### config.mk
export PLATFORM = sky130hd
export DESIGN_NAME = rv2t_instruction_fetch
export DESIGN_NICKNAME = d
export VERILOG_FILES = /design/src/rtl/rv2t_instruction_fetch_pkg.sv /design/src/rtl/rv2t_instruction_fetch.sv
export SDC_FILE = /design/constraint.sdc
export NUM_CORES = 1
export LEC_CHECK = 0
export ABC_CLOCK_PERIOD_IN_PS = 2200
export BUFFER_PORTS_ARGS = -buffer_cell sky130_fd_sc_hd__buf_2
export CORE_MARGIN = 2
export CORE_UTILIZATION = 49
export CTS_BUF_LIST = sky130_fd_sc_hd__clkbuf_8
export CTS_CLUSTER_DIAMETER = 30
export CTS_CLUSTER_SIZE = 8
export DETAILED_ROUTE_END_ITERATION = 10
export PLACE_DENSITY = 0.78
export SLEW_MARGIN = 20
export SYNTH_ARGS = -nofsm -noshare
export SYNTH_HDL_FRONTEND = slang
export SYNTH_SLANG_ARGS = --single-unit
export TNS_END_PERCENT = 20
### constraint.sdc
create_clock -name clk -period 2.2 [get_ports clk]
set_clock_uncertainty 0.1 [all_clocks]
set_input_delay 0.22 -clock clk [delete_from_list [all_inputs] [get_ports clk]]
set_output_delay 0.22 -clock clk [all_outputs]
set_load 0.005 [all_outputs]
### src/rtl/rv2t_instruction_fetch_pkg.sv
// ============================================================================
// Module  : rv2t_instruction_fetch_pkg
// Brief   : Shared fetch-stage state encodings and instruction alignment rules.
// Revision: 1.0
// ============================================================================
`default_nettype none

package rv2t_instruction_fetch_pkg;

    typedef enum logic [1:0] {
        FETCH_IDLE  = 2'd0,
        FETCH_REQ   = 2'd1,
        FETCH_WAIT  = 2'd2,
        FETCH_FLUSH = 2'd3
    } fetch_state_t;

    // Instructions are word aligned; any set bit under this mask is illegal.
    localparam logic [1:0] c_INSTR_ALIGN_MASK = 2'b11;

    function automatic logic is_misaligned(input logic [1:0] addr_lsb);
        return (addr_lsb & c_INSTR_ALIGN_MASK) != 2'b00;
    endfunction

endpackage

`default_nettype wire

### src/rtl/rv2t_instruction_fetch.sv
// ============================================================================
// Module  : rv2t_instruction_fetch
// Brief   : PC owner and single-outstanding instruction fetcher feeding decode.
// Revision: 1.0
// ============================================================================
`default_nettype none

module rv2t_instruction_fetch
    import rv2t_instruction_fetch_pkg::*;
#(
    parameter int                    PC_WIDTH = 32,
    parameter logic [PC_WIDTH-1:0]   RESET_PC = '0
) (
    input  logic                  clk,
    input  logic                  sync_reset,
    input  logic                  fetch_init,
    input  logic [PC_WIDTH-1:0]   start_addr,
    input  logic                  fetch_enable,
    input  logic                  jump_req,
    input  logic [PC_WIDTH-1:0]   jump_addr,
    output logic                  mem_read_req,
    output logic [PC_WIDTH-1:0]   mem_addr,
    input  logic                  mem_read_ack,
    input  logic [31:0]           mem_data,
    output logic                  enable_out,
    output logic [31:0]           IR_out,
    output logic [PC_WIDTH-1:0]   PC_out,
    output logic                  exception_addr_misaligned,
    output logic                  busy
);

    fetch_state_t           r_state,   w_state;
    logic [PC_WIDTH-1:0]    r_pc,      w_pc;
    logic                   r_req,     w_req;
    logic [PC_WIDTH-1:0]    r_addr,    w_addr;
    logic                   r_en,      w_en;
    logic [31:0]            r_ir,      w_ir;
    logic [PC_WIDTH-1:0]    r_pc_out,  w_pc_out;
    logic                   r_exc,     w_exc;

    logic                   w_redirect;
    logic [PC_WIDTH-1:0]    w_target;
    logic                   w_target_bad;
    logic [PC_WIDTH-1:0]    w_pc_inc;

    assign w_redirect   = fetch_init | jump_req;
    assign w_target     = fetch_init ? start_addr : jump_addr;
    assign w_target_bad = is_misaligned(w_target[1:0]);
    assign w_pc_inc     = r_pc + PC_WIDTH'(4);

    always_comb begin
        w_state  = r_state;
        w_pc     = r_pc;
        w_req    = 1'b0;
        w_addr   = r_addr;
        w_en     = 1'b0;
        w_ir     = r_ir;
        w_pc_out = r_pc_out;
        w_exc    = 1'b0;

        case (r_state)
            FETCH_IDLE: begin
                if (fetch_init) begin
                    if (is_misaligned(start_addr[1:0])) begin
                        w_exc = 1'b1;
                    end else begin
                        w_pc    = start_addr;
                        w_state = FETCH_REQ;
                    end
                end
            end

            FETCH_REQ: begin
                if (w_redirect) begin
                    if (w_target_bad) begin
                        w_exc   = 1'b1;
                        w_state = FETCH_IDLE;
                    end else begin
                        w_pc = w_target;
                    end
                end else if (fetch_enable) begin
                    w_req   = 1'b1;
                    w_addr  = r_pc;
                    w_state = FETCH_WAIT;
                end
            end

            FETCH_WAIT: begin
                if (w_redirect) begin
                    if (w_target_bad) begin
                        w_exc   = 1'b1;
                        w_state = FETCH_IDLE;
                    end else begin
                        w_pc    = w_target;
                        w_state = mem_read_ack ? FETCH_REQ : FETCH_FLUSH;
                    end
                end else if (mem_read_ack) begin
                    w_en     = 1'b1;
                    w_ir     = mem_data;
                    w_pc_out = r_pc;
                    w_pc     = w_pc_inc;
                    // Issue the next read straight from the ack cycle so that
                    // enable_out and the following request appear together.
                    if (fetch_enable) begin
                        w_req   = 1'b1;
                        w_addr  = w_pc_inc;
                        w_state = FETCH_WAIT;
                    end else begin
                        w_state = FETCH_REQ;
                    end
                end
            end

            FETCH_FLUSH: begin
                if (w_redirect && w_target_bad) begin
                    w_exc   = 1'b1;
                    w_state = FETCH_IDLE;
                end else begin
                    if (w_redirect) begin
                        w_pc = w_target;
                    end
                    if (mem_read_ack) begin
                        w_state = FETCH_REQ;
                    end
                end
            end

            default: w_state = FETCH_IDLE;
        endcase
    end

    always_ff @(posedge clk) begin
        if (sync_reset) begin
            r_state  <= FETCH_IDLE;
            r_pc     <= RESET_PC;
            r_req    <= 1'b0;
            r_addr   <= '0;
            r_en     <= 1'b0;
            r_ir     <= '0;
            r_pc_out <= '0;
            r_exc    <= 1'b0;
        end else begin
            r_state  <= w_state;
            r_pc     <= w_pc;
            r_req    <= w_req;
            r_addr   <= w_addr;
            r_en     <= w_en;
            r_ir     <= w_ir;
            r_pc_out <= w_pc_out;
            r_exc    <= w_exc;
        end
    end

    assign mem_read_req              = r_req;
    assign mem_addr                  = r_addr;
    assign enable_out                = r_en;
    assign IR_out                    = r_ir;
    assign PC_out                    = r_pc_out;
    assign exception_addr_misaligned = r_exc;
    assign busy                      = (r_state != FETCH_IDLE);

endmodule

`default_nettype wire

==> qor.tcl <==
set qor(post_route_cells_drive_above_1_share_pct) 32.72
set qor(setup_ws_ps) 98.51
set qor(power_frac_seq_pct) 41.5
set qor(antenna_cells) 0
set qor(floorplan.initialDensity_pct) 50.24
set qor(proportion_of_synthesized_chip_area_in_sequential_cells_pct) 36.33
set qor(crit_path_cell_trace) {ha_2 > nand3_4 > nor4_4 > buf_4 > nand4_1 > xor2_1 > a211oi_2}
set qor(totalPowerFinal_uw) 6307
set qor(required_ps) 2490
set qor(rr_endpoint) {mem_addr[22]$_SDFFE_PP0P_}
set qor(maximum_clock_frequency_mhz) 475.9
set qor(detail_route.drc_violations) 0
set qor(power.share.switching_pct) 31.42
set qor(std_cell_rows) 44
set qor(place.gp.congestion) 0.9392
set qor(n_fill_cell) 1187
set qor(finalCritPeriodShare_pct) 95.52
set qor(final-setup-viol-count) 0
set qor(grt_overflow) 0
set qor(stdcell_area_sq_mm) 0.009886
set qor(layout.cells.most_common_list) {200 x sky130_fd_sc_hd__buf_2, 159 x sky130_fd_sc_hd__nand2_1, 130 x sky130_fd_sc_hd__dfxtp_1}
set qor(number_of_h_tree_branching_levels) 4
set qor(synth_area_per_cell_sq_um) 8.019
set qor(dr.pass1.iters) 5
set qor(grt_first_pass_wirelength_mm) 40.53
set qor(final_max_slew_viol_count) 0
set qor(std_cell_core_area_sq_mm) 0.01459
set qor(worstPathArrival_ps) 2390
set qor(timing.critical_path.to) {mem_addr[22]$_SDFFE_PP0P_}
set qor(fraction_of_power_consumed_by_the_clock_network_pct) 35.3
set qor(timing.critical_path.fanout_max) 7
set qor(worstPathBufferInverterCount) 1
set qor(slew_headroom_pct) 68.54
set qor(initial_drt_markers) 763
set qor(dpl.hpwl_mm) 17.71
set qor(cell_accounting_for_the_most_synthesized_area) {sky130_fd_sc_hd__dfxtp_1}
set qor(synth.ff_latch_count) 133
set qor(clock_path_buffers) 2
set qor(net-switching-power_uw) 1982
set qor(crit_cells) 7
set qor(grt_pass1_vias) 7928
set qor(yosys_warnings) 0
set qor(syn-cell-area_sq_mm) 0.007330
set qor(run_status) {complete, no violations}
set qor(grt_setup_unrepaired) {yes}
set qor(fp.dieH_um) 126.3
set qor(power.static_leakage_uw) 0.004003
set qor(insertion_delay_ps) 460
set qor(ys_top_cells_by_area) {sky130_fd_sc_hd__dfxtp_1 36%, sky130_fd_sc_hd__nand2_1 8.2%, sky130_fd_sc_hd__a21oi_1 6.3%}
set qor(clock_sink_count) 133
set qor(drt_wl_total_mm) 25.44
set qor(combinationalPowerShare_pct) 23.2
set qor(synth_edf_count) 0
set qor(maxCapViolations) 0
set qor(cellPowerDensity_mw_per_mm2) 638.0
set qor(detailroute.via_count) 8162
set qor(largest_net_degree_at_the_start_of_global_routing) 45
set qor(hold_depth) 4
set qor(rr_worst_depth) 7
set qor(finish.net_count) 1290
set qor(tritoncts_clock_tree) {done}
set qor(worst-slew-pin-transition_ps) 472.0
set qor(power.internal_uw) 4325
set qor(ios) 202
set qor(proportion_of_synthesized_flip_flops_having_asynchronous_set_or_reset_pct) 0
set qor(dpl-instance-area_sq_mm) 0.009004
set qor(timing.critical_path.slowest_stage_cell) {sky130_fd_sc_hd__dfxtp_2}
set qor(grt_antenna_before_repair) 0
set qor(synth_cell_types) 77
set qor(vias_per_cell) 5.919
set qor(slowest_delay_ps) 390
set qor(worstSetupStartpoint) {r_pc[3]$_SDFFE_PP0P_}
set qor(delay_heaviest_family_cp) {simple AND/OR/NAND/NOR gates}
set qor(cp-end-kind) {register}
set qor(vdd_drop_max_uv) 500.2
set qor(drt.antenna.violating_nets) 0
set qor(preCtsSetupSlack_ps) -53.56
set qor(route.detailed.wl_per_inst_um) 18.45
set qor(fin_util_pct) 67.76
set qor(hold_path.class) {in2reg}
set qor(crit-reg2reg-launch) {r_pc[3]$_SDFFE_PP0P_}
set qor(r2r_setup_slack_ps) 100
set qor(cts_buffers) 17
set qor(finalCriticalPeriod_ps) 2101
set qor(area.growth.synth_to_final_pct) 34.88
set qor(synth_cells) 914
set qor(synth_top_area_share_pct) 36.33
set qor(classification_of_the_worst_setup_path) {reg2reg}
set qor(totalNegativeSetupSlack_ps) 0
set qor(dieArea_sq_mm) 0.01595
set qor(postSynthNetCount) 1022
set qor(global_route.usage.total_pct) 31.59
set qor(final_hold_viol_count) 0
set qor(clock_slew_seen_by_the_registers_of_the_worst_setup_and_hold_paths_ps) 80
set qor(timing.critical_path.from_type) {register}
set qor(cts-root-buf) {sky130_fd_sc_hd__clkbuf_8}
set qor(layout_commonest_cell) {sky130_fd_sc_hd__buf_2}
set qor(postSynth.topFlopCell) {sky130_fd_sc_hd__dfxtp_1}
set qor(die_width_um) 126.3
set qor(buffer_ports.inserted) 201
## synth_stat cells (all sizes together) (18+ instances only)
library cell    n
a211oi         32
a21oi          92
buf            44
clkbuf         40
dfxtp         133
inv            18
nand2         161
nand3          33
nand4          26
nor2           69
nor3           19
o21ai          24
## how the worst min path moves through the flow
stage / endpoint / slack [ps] / start
global route: r_pc[3]$_SDFFE_PP0P_ / 20 / start_addr[3]
global placement: IR_out[2]$_SDFFE_PP0P_ / 340 / IR_out[2]$_SDFFE_PP0P_
detailed placement: PC_out[2]$_SDFFE_PP0P_ / 340 / PC_out[2]$_SDFFE_PP0P_
floorplan: mem_read_req$_SDFF_PP0_ / 250 / fetch_enable
finish: r_pc[2]$_SDFFE_PP0P_ / 30 / jump_addr[2]
CTS: r_pc[16]$_SDFFE_PP0P_ / 10 / start_addr[16]
## layer usage
layer  GRT usage (%)  up-vias  share of wire (%)
met5               0        -                  0
met4           13.38        0                3.5
met3           6.706       70                9.5
met2           50.41      474                 46
met1           41.59     3791                 41
li1                -     3827                  -
## power by group through the flow
stage,Sequential [uW],Combinational [uW],Clock (uW)
final,2620,1460,2220
after global routing,2630,1570,2340
after CTS,2610,1390,2220
after detailed placement,2660,1330,0
after global placement,2670,1310,0
after floorplan,2630,825,0
## cell type report
class,instances,area (sq um),area share [%]
multi-input cells,678,4274,43.24
flip-flops and latches,133,2666,26.97
repair buffers,333,2220,22.45
clock buffers,18,247.7,2.506
well taps,184,230.2,2.329
clock inverters,14,176.4,1.785
inverters,19,71.32,0.7214
## worst reg2reg max path, delay by kind of cell (launching register included)
kind | cells | cell delay (ps)
compound gates | 1 | 220
xor+xnor | 1 | 210
fa+ha+maj | 1 | 230
buf+inv | 1 | 220
flops | 1 | 390
simple gates | 3 | 660
## per-stage QoR
| step | instances | hold WS, ps |
|---|---|---|
| finish | 1379 | 29.58 |
| detailed placement | 1309 | 343.1 |
| global placement | 1309 | 338.8 |
| floorplan | 914 | 253.1 |
| global route | 1379 | 19.61 |
| CTS | 1376 | 12.28 |
## state kept, by name, summed over array words and instances, names as in the netlist
name / cells
mem_addr: 32
r_pc: 32
mem_read_req: 1
r_state: 2
exception_addr_misaligned: 1
enable_out: 1
IR_out: 32
PC_out: 32
## kinds of logic after synthesis
| family | share of synthesized area [%] |
|---|---|
| simple gates | 23.54 |
| flops | 36.33 |
| buf+inv | 6.418 |
| xor+xnor | 3.943 |
| mux | 3.841 |
| fa+ha+maj | 1.024 |
| compound gates | 24.91 |
## what timing repair did
item / 4_1_cts / 5_1_grt
buffers inserted: 0 / 3
gates resized for setup: 4 / 17
setup endpoints to repair: 18 / 56
pin swaps: 0 / 4
endpoints found under the hold margin: 35 / 0
hold buffers: 35 / 0
Note: power is estimated with default switching activity, not from simulation.
